$ cat src/rtl/outdisp_pkg.sv
// Shared types and constants for the output-display controller.
// OUTDISP_SIGNED_EN (defined in the top) selects signed display mode.
package outdisp_pkg;

  typedef enum logic [1:0] {
    ST_IDLE,
    ST_CONV,
    ST_COMMIT
  } state_t;

  localparam logic [6:0] SEG_BLANK = 7'b0000000;
  localparam logic [6:0] SEG_MINUS = 7'b1000000;

  // Digit code routed through the decoder to request the minus sign
  localparam logic [3:0] DIG_MINUS = 4'hA;

  // Segment font for 0..9, gfedcba, active-high; entry 0 is digit 0
  localparam logic [9:0][6:0] FONT = {
    7'b1101111, 7'b1111111, 7'b0000111, 7'b1111101, 7'b1101101,
    7'b1100110, 7'b1001111, 7'b1011011, 7'b0000110, 7'b0111111
  };

endpackage

$ cat src/rtl/seg7_decode.sv
// Combinational digit-to-segment decoder with blanking and minus-sign code.
module seg7_decode
  import outdisp_pkg::*;
(
  input  logic [3:0] i_digit,
  input  logic       i_blank,
  output logic [6:0] o_seg
);

  always_comb begin
    o_seg = SEG_BLANK;
    if (!i_blank) begin
      if (i_digit == DIG_MINUS) o_seg = SEG_MINUS;
      else if (i_digit <= 4'd9) o_seg = FONT[i_digit];
    end
  end

endmodule

$ cat src/rtl/outdisp_ctrl.sv
// Output-port capture, iterative binary-to-BCD conversion and 4-digit scan.
// Define OUTDISP_SIGNED_EN to display the byte as two's complement with a minus sign.
module outdisp_ctrl
  import outdisp_pkg::*;
#(
  parameter int SCAN_BITS = 10
) (
  input  logic       clk,
  input  logic       clr,
  input  logic [7:0] busin,
  input  logic       wa,
  output logic [7:0] value,
  output logic       busy,
  output logic [3:0] an,
  output logic [6:0] seg
);

  state_t                 r_state;
  logic [7:0]             r_value;
  logic [7:0]             r_sh;
  logic [11:0]            r_bcd;
  logic [2:0]             r_cnt;
  logic                   r_dirty;
  logic                   r_busy;
  logic [3:0]             r_hun, r_ten, r_uni;
  logic [SCAN_BITS-1:0]   r_scan;
`ifdef OUTDISP_SIGNED_EN
  logic                   r_sign;
  logic                   r_neg;
`endif

  logic [7:0] w_load_byte;
  logic [1:0] w_sel;
  logic [3:0] w_digit;
  logic       w_blank;

  function automatic logic [7:0] load_mag(input logic [7:0] b);
`ifdef OUTDISP_SIGNED_EN
    logic signed [7:0] s;
    s = signed'(b);
    // -(-128) wraps back to 8'h80, which is the wanted magnitude 128
    return (s < 0) ? 8'(-s) : b;
`else
    return b;
`endif
  endfunction

  function automatic logic [11:0] add3(input logic [11:0] b);
    logic [11:0] r;
    r = b;
    for (int i = 0; i < 3; i++)
      if (r[i*4 +: 4] >= 4'd5) r[i*4 +: 4] = r[i*4 +: 4] + 4'd3;
    return r;
  endfunction

  // A COMMIT restart without a fresh write reconverts the pending byte
  always_comb begin
    w_load_byte = busin;
    if (r_state == ST_COMMIT && !wa) w_load_byte = r_value;
  end

  always_ff @(posedge clk) begin
    if (!clr) begin
      r_state <= ST_IDLE;
      r_value <= 8'h00;
      r_dirty <= 1'b0;
      r_busy  <= 1'b0;
      r_cnt   <= 3'd0;
      r_hun   <= 4'd0;
      r_ten   <= 4'd0;
      r_uni   <= 4'd0;
      r_scan  <= '0;
`ifdef OUTDISP_SIGNED_EN
      r_sign  <= 1'b0;
      r_neg   <= 1'b0;
`endif
    end else begin
      r_scan <= r_scan + 1'b1;
      if (wa) r_value <= busin;
      case (r_state)
        ST_IDLE: begin
          if (wa) begin
            r_sh    <= load_mag(w_load_byte);
            r_bcd   <= 12'd0;
            r_cnt   <= 3'd0;
`ifdef OUTDISP_SIGNED_EN
            r_sign  <= w_load_byte[7];
`endif
            r_state <= ST_CONV;
            r_busy  <= 1'b1;
          end
        end
        ST_CONV: begin
          {r_bcd, r_sh} <= {add3(r_bcd), r_sh} << 1;
          r_cnt <= r_cnt + 3'd1;
          if (wa) r_dirty <= 1'b1;
          if (r_cnt == 3'd7) r_state <= ST_COMMIT;
        end
        ST_COMMIT: begin
          r_hun   <= r_bcd[11:8];
          r_ten   <= r_bcd[7:4];
          r_uni   <= r_bcd[3:0];
`ifdef OUTDISP_SIGNED_EN
          r_neg   <= r_sign;
`endif
          r_dirty <= 1'b0;
          if (wa || r_dirty) begin
            r_sh    <= load_mag(w_load_byte);
            r_bcd   <= 12'd0;
            r_cnt   <= 3'd0;
`ifdef OUTDISP_SIGNED_EN
            r_sign  <= w_load_byte[7];
`endif
            r_state <= ST_CONV;
          end else begin
            r_state <= ST_IDLE;
            r_busy  <= 1'b0;
          end
        end
        default: begin
          r_state <= ST_IDLE;
          r_busy  <= 1'b0;
        end
      endcase
    end
  end

  assign w_sel = r_scan[SCAN_BITS-1 -: 2];

  always_comb begin
    w_digit = r_uni;
    w_blank = 1'b0;
    case (w_sel)
      2'd0: w_digit = r_uni;
      2'd1: begin
        w_digit = r_ten;
        w_blank = (r_hun == 4'd0) && (r_ten == 4'd0);
      end
      2'd2: begin
        w_digit = r_hun;
        w_blank = (r_hun == 4'd0);
      end
      default: begin
        w_digit = DIG_MINUS;
`ifdef OUTDISP_SIGNED_EN
        w_blank = !r_neg;
`else
        w_blank = 1'b1;
`endif
      end
    endcase
  end

  seg7_decode u_dec (
    .i_digit (w_digit),
    .i_blank (w_blank),
    .o_seg   (seg)
  );

  assign an    = 4'b0001 << w_sel;
  assign value = r_value;
  assign busy  = r_busy;

endmodule

$ cat config.mk
export PLATFORM = sky130hd
export DESIGN_NAME = outdisp_ctrl
export DESIGN_NICKNAME = d
export VERILOG_FILES = /design/src/rtl/outdisp_pkg.sv /design/src/rtl/seg7_decode.sv /design/src/rtl/outdisp_ctrl.sv
export SDC_FILE = /design/constraint.sdc
export NUM_CORES = 1
export LEC_CHECK = 0
export CAP_MARGIN = 0
export CORE_MARGIN = 5
export CORE_UTILIZATION = 59
export CTS_CLUSTER_DIAMETER = 120
export DETAILED_ROUTE_END_ITERATION = 10
export PLACE_DENSITY = 0.82
export SLEW_MARGIN = 30
export SYNTH_ARGS = -nofsm -noshare
export SYNTH_HDL_FRONTEND = slang
export SYNTH_SLANG_ARGS = --single-unit
$ cat constraint.sdc
create_clock -name clk -period 5.6 [get_ports clk]
set_input_delay 1.68 -clock clk [delete_from_list [all_inputs] [get_ports clk]]
set_output_delay 1.68 -clock clk [all_outputs]
set_load 0.02 [all_outputs]
==> impl_metrics.yaml, run 1 <==
route:
  vias_per_cell: 5.47
  wl_met1_um: 2610
  highest_layer: "met4"
  wire_per_inst_um: 13.7
  wl_met2_um: 2840
  ant_nets: 0
  firstDrtPassIters: 4
  vias: 2294
  wirelength_um: 5750
  wl_met3_um: 179
  drt_iter0_drc: 58
  drcViolationCount: 0
timing:
  fmax_mhz: 197
  slew_viol_final: 0
  rsz0062_at_grt: "no"
  setup-tns-final_ns: 0
  min_period_over_period_pct: 90.8
  hold_viol_final: 0
  setup_viol: 0
  finClkSkew_ns: 0.00668
  timing.final.ws_setup_ns: 0.515
  relSlewSlack_pct: 40.3
  hold-worst-slack_ns: 0.453
  worst_slew_pin_slew_ns: 0.894
  fin_crit_ns: 5.08
hold_path:
  worstHoldPathType: "register to register"
grt:
  grt_pass1_wl_um: 9940
  groute.usage.overall_pct: 18.9
  grt_pass1_vias: 2268
  antenna_found_initial: 0
  grt_overflow: 0
  grt_max_degree: 39
final_layout:
  nets: 371
  nFillCells: 375
  fin_cells: 419
  num_antenna_cells: 0
  synthToLayoutAreaGrowth_pct: 18.7
  fin_area_sq_mm: 0.00366
  final_layout_size_suffix_gt1_share_pct: 8.60
cts:
  cts_tree: "yes"
  cts_hold_buf: 0
  clockRootBuffer: "clkbuf_8"
  post_cts_buffers: 0
  post_cts_resized: 0
  clk_pin_slew_ns: 0.06
  cts.path.max_buffers: 2
  clock_latency_ns: 0.33
  clock_sinks: 57
  cts_buffers: 9
  h-tree-depth: 3
placement:
  portBuffers: 30
  pre_cts_ws_ns: 0.893
  place_inst: 403
  gp_congestion: 0.893
  dpl.hpwl_um: 4030
  place_area_sq_mm: 0.00343
worst_setup_path:
  required_ns: 3.92
  endpoint: "seg[2]"
  crit_type: "register to output port"
  critPathMaxFanout: 11
  cp-end-kind: "output port"
  ff2ff_path_depth: 4
  worst_r2r_startpoint: "r_state[0]"
  r2r_end: "r_bcd[10]"
  cp-start-kind: "register"
  arrival_ns: 3.40
  reg2reg_slack_ns: 2.77
  crit_start: "r_scan[8]"
yosys:
  synth_seq_cells: 57
  synthSimpleGateAreaFrac_pct: 18.9
  post-synth-top-count-cell: "dfxtp_1"
  synth_mux_area_share_pct: 7.58
  synth.area.top_cells: "dfxtp_1 (24%), edfxtp_1 (19%), ha_1 (6.5%)"
  synth_edf_count: 20
  synth_ff_type: "dfxtp_1"
  synthAdderAreaFrac_pct: 6.49
  yosys.area.top_type_share_pct: 24.0
  async_flop_share_pct: 0
  synth_top_family_by_area: "simple AND/OR/NAND/NOR gates"
  yosys-top-cells-count: "dfxtp_1 (37), nand2_1 (35), edfxtp_1 (20), nor2b_1 (20), mux2i_1 (17)"
  syn_area_sq_mm: 0.00309
  synth_compound_area_share_pct: 16.0
  synth_area_leader_cell: "dfxtp_1"
  ys_warn_count: 0
  netlist_instances: 315
  avgSynthCellArea_sq_um: 9.80
  synth_cell_types: 49
  ys_seq_area_share_pct: 43.5
  synth_xor_area_share_pct: 3.69
  synth_nets: 342
floorplan:
  die-height_um: 82.3
  die_width_um: 82.3
  ios: 31
  core_area_sq_mm: 0.00511
  row_count: 26
  initial_core_util_pct: 60.4
  dieArea_sq_mm: 0.00678
power:
  p_leak_nw: 1.40
  ir_worst_vdd_mv: 0.175
  power_density_mw_per_mm2: 274
job:
  drv_cap: 0
status:
  status: "complete, no violations"
layout by cell type (no fill, tap or decap), drive strengths merged, types with 13 or more instances in the layout:
| cell | count |
|---|---|
| ha | 16 |
| mux2i | 18 |
| and2 | 14 |
| a21oi | 16 |
| dfxtp | 37 |
| edfxtp | 20 |
| clkdlybuf4s50 | 30 |
| nor2b | 20 |
| inv | 13 |
| nand2 | 35 |
worst max-delay path, cell delays in order, from the launching register on:
cell and delay (ns):
dfxtp_1 0.60, nand2b_2 0.33, inv_1 0.14, a2bb2oi_1 0.47
inv_1 0.18, ha_1 0.25, o21ba_2 0.21, o221ai_1 0.08
o2bb2ai_2 0.20, a31oi_1 0.08, clkdlybuf4s50_1 0.56
registers in the layout, summed over array words and instances, names as in the netlist:
| name | flops |
|---|---|
| r_scan | 10 |
| value | 8 |
| r_cnt | 3 |
| r_ten | 4 |
| r_bcd | 12 |
| busy | 1 |
| r_hun | 4 |
| r_dirty | 1 |
| r_uni | 4 |
| r_state | 2 |
| r_sh | 8 |
metal layers:
metal | vias to the layer above | track usage (%)
met5 | - | 0
met4 | 0 | 9.14
met3 | 14 | 4.45
met2 | 39 | 31.1
met1 | 1080 | 23.3
li1 | 1161 | -
power breakdown:
part	internal, W	total [W]	switching, W
Clock	0.000287	0.000446	0.000159
Sequential	0.000450	0.000467	0.0000167
Combinational	0.0000441	0.0000902	0.0000460
how the worst min path moves through the flow:
stage / end / slack, ns / from / depth (start not counted)
finish: r_scan[0] / 0.45 / r_scan[0] / 1
CTS: r_scan[0] / 0.45 / r_scan[0] / 1
floorplan: r_scan[0] / 0.41 / r_scan[0] / 1
global route: r_scan[0] / 0.47 / r_scan[0] / 1
global placement: r_scan[0] / 0.43 / r_scan[0] / 1
detailed placement: r_scan[0] / 0.44 / r_scan[0] / 1
stage by stage:
stage          utilization [%]  total power, W
2_1_floorplan                -        0.000534
3_3_place_gp              67.1        0.000562
3_5_place_dp              67.1        0.000566
4_1_cts                   71.7         0.00101
5_1_grt                   71.7         0.00105
6_report                  71.7         0.00100
cell type report:
| class | count | area, sq um | area share (%) |
|---|---|---|---|
| clock buffers | 11 | 163 | 4.44 |
| clock inverters | 5 | 75.1 | 2.05 |
| inverters | 13 | 48.8 | 1.33 |
| multi-input cells | 230 | 1630 | 44.4 |
| flip-flops and latches | 57 | 1340 | 36.6 |
| well taps | 70 | 87.6 | 2.39 |
| repair buffers | 33 | 323 | 8.81 |
cell families (layout without fill, tap and decap cells):
group           count (synthesis)  count (layout)
simple gates                  112             112
compound gates                 68              68
flops                          57              57
buf+inv                        28              62
mux                            21              21
fa+ha+maj                      16              16
xor+xnor                       13              13
Note: power is estimated with default switching activity, not from simulation.
==> inputs of run 2 (changes only) <==
- PLACE_DENSITY: 0.82 -> 0.8
- RECOVER_POWER: not set -> 100
==> run 2 against run 1 <==
Effect of this change: sequential share of layout area rose by 0.30 points; clock skew rose by 0.00096 ns; setup slack got worse by 0.011 ns; global-route usage fell by 0.15 points; final area fell by 0.82%; critical endpoint is now seg[4]; critical path depth did not move; clock-buffer cell count rose by 1; fmax fell by 0.22%; non-clock buffer count did not move; worst hold slack got worse by 0.011 ns; core utilization fell by 0.59 points; largest power group unchanged; power fell by 3.1%.
==> impl_metrics.yaml, run 2 (synthesized netlist as in run 1, its figures left out) <==
status:
  status: "complete, no violations"
timing:
  setup-tns-final_ns: 0
  slew_viol_final: 0
  timing.final.ws_setup_ns: 0.504
  setup_viol: 0
  min_period_over_period_pct: 91.0
  worst_slew_pin_slew_ns: 1.28
  hold_viol_final: 0
  fin_crit_ns: 5.10
  rsz0062_at_grt: "no"
  fmax_mhz: 196
  finClkSkew_ns: 0.00763
  relSlewSlack_pct: 14.9
worst_setup_path:
  required_ns: 3.92
  arrival_ns: 3.42
  crit_type: "register to output port"
  ff2ff_path_depth: 4
  cp-end-kind: "output port"
  worst_r2r_startpoint: "r_state[0]"
  reg2reg_slack_ns: 2.32
  r2r_end: "r_bcd[11]"
  cp-start-kind: "register"
  critPathMaxFanout: 11
route:
  wirelength_um: 5620
  drcViolationCount: 0
  firstDrtPassIters: 4
  vias_per_cell: 5.48
  drt_iter0_drc: 65
  wire_per_inst_um: 13.4
  vias: 2296
  ant_nets: 0
final_layout:
  largest_register_ffs: 12
  num_antenna_cells: 0
  largest-register: "r_bcd"
  largest_registers: "r_bcd x12, r_scan x10"
  nets: 371
  final_layout_size_suffix_gt1_share_pct: 7.16
  final_common_cell: "dfxtp_1"
  synthToLayoutAreaGrowth_pct: 17.7
  final_cell_mix: "dfxtp_1 (37), nand2_1 (35), nor2b_1 (20), edfxtp_1 (20), mux2i_1 (17)"
hold_path:
  worstHoldPathType: "register to register"
  hold_end: "r_scan[0]"
  hold_path_depth: 1
  min_from: "r_scan[0]"
floorplan:
  core_area_sq_mm: 0.00511
  die-height_um: 82.3
  initial_core_util_pct: 60.4
  ios: 31
  row_count: 26
  dieArea_sq_mm: 0.00678
  die_width_um: 82.3
cts:
  clock_sinks: 57
  cts_hold_buf: 0
  post_cts_buffers: 0
  cts.path.max_buffers: 2
  cts_buffers: 9
  cts_tree: "yes"
  h-tree-depth: 3
  clockRootBuffer: "clkbuf_8"
  clock_latency_ns: 0.33
  clk_pin_slew_ns: 0.06
  post_cts_resized: 0
job:
  drv_cap: 0
power:
  p_leak_nw: 1.40
  power.internal_w: 0.000747
  power_density_mw_per_mm2: 267
  p_comb_share_pct: 8.9
  power_switching_w: 0.000225
  p_clk_share_pct: 43.0
  p_seq_share_pct: 48.0
  ir_worst_vdd_mv: 0.229
  p_total_w: 0.000972
  p_sw_share_pct: 23.2
grt:
  grt_pass1_wl_um: 9730
  groute.usage.overall_pct: 18.8
  antenna_found_initial: 0
  grt_pass1_vias: 2222
  grt_max_degree: 39
  grt_overflow: 0
placement:
  portBuffers: 30
  pre_cts_ws_ns: 0.920
  dpl.hpwl_um: 3860
  gp_congestion: 0.868
run 2: cell count changes in the layout (fill, tap and decap cells not counted), moves of 3 or more:
cell	previous run	this run
clkdlybuf4s50_1	30	16
dlygate4sd3_1	0	14
a21boi_0	5	12
a21boi_1	7	0
and2_0	0	4
and2_1	14	10
buf_4	3	0
clkbuf_1	0	3
run 2: worst max-delay path by stage:
stage	start	endpoint	slack, ns	cells after the start
floorplan	r_scan[8]	seg[6]	1.71	7
global placement	r_scan[8]	seg[6]	1.03	9
detailed placement	r_scan[8]	seg[1]	0.92	10
CTS	r_scan[8]	seg[5]	0.57	9
global route	r_scan[8]	seg[1]	0.16	10
finish	r_scan[8]	seg[4]	0.50	10
run 2: power groups by stage:
stage               Combinational, W  Sequential [W]  Clock (W)
floorplan                  0.0000599        0.000474          0
global placement           0.0000874        0.000475          0
detailed placement         0.0000902        0.000475          0
CTS                        0.0000909        0.000467   0.000426
global route               0.0000980        0.000469   0.000447
finish                     0.0000867        0.000467   0.000418
run 2: routing by layer:
metal	track usage, %	vias to the layer above	share of wire (%)
met5	0	-	0
met4	8.31	0	2.3
met3	5.86	15	4.0
met2	31.3	38	48
met1	22.2	1078	46
li1	-	1165	-
run 2: worst max-delay path, stage by stage (launching register included):
cell,delay (ns)
dfxtp_1,0.59
nand2b_1,0.36
inv_1,0.17
a2bb2oi_1,0.45
inv_1,0.17
ha_1,0.24
o21ba_2,0.21
o221ai_1,0.08
o2bb2ai_2,0.20
a21oi_1,0.08
clkdlybuf4s50_1,0.55
run 2: final cells by class:
class	count	area, sq um
sequential	57	1340
tap	70	87.6
clock inverter	4	47.5
inverter	13	48.8
timing repair buffer	33	312
clock buffer	12	176
multi-input combinational	230	1620
fill	390	1470
run 2: stage by stage:
stage               std cells  instance area [sq um]  util, %  hold WS [ns]
floorplan                 315                   3090        -         0.414
global placement          403                   3430     67.1         0.433
detailed placement        403                   3430     67.1         0.437
CTS                       419                   3650     71.5         0.446
global route              419                   3630     71.1         0.471
finish                    419                   3630     71.1         0.442
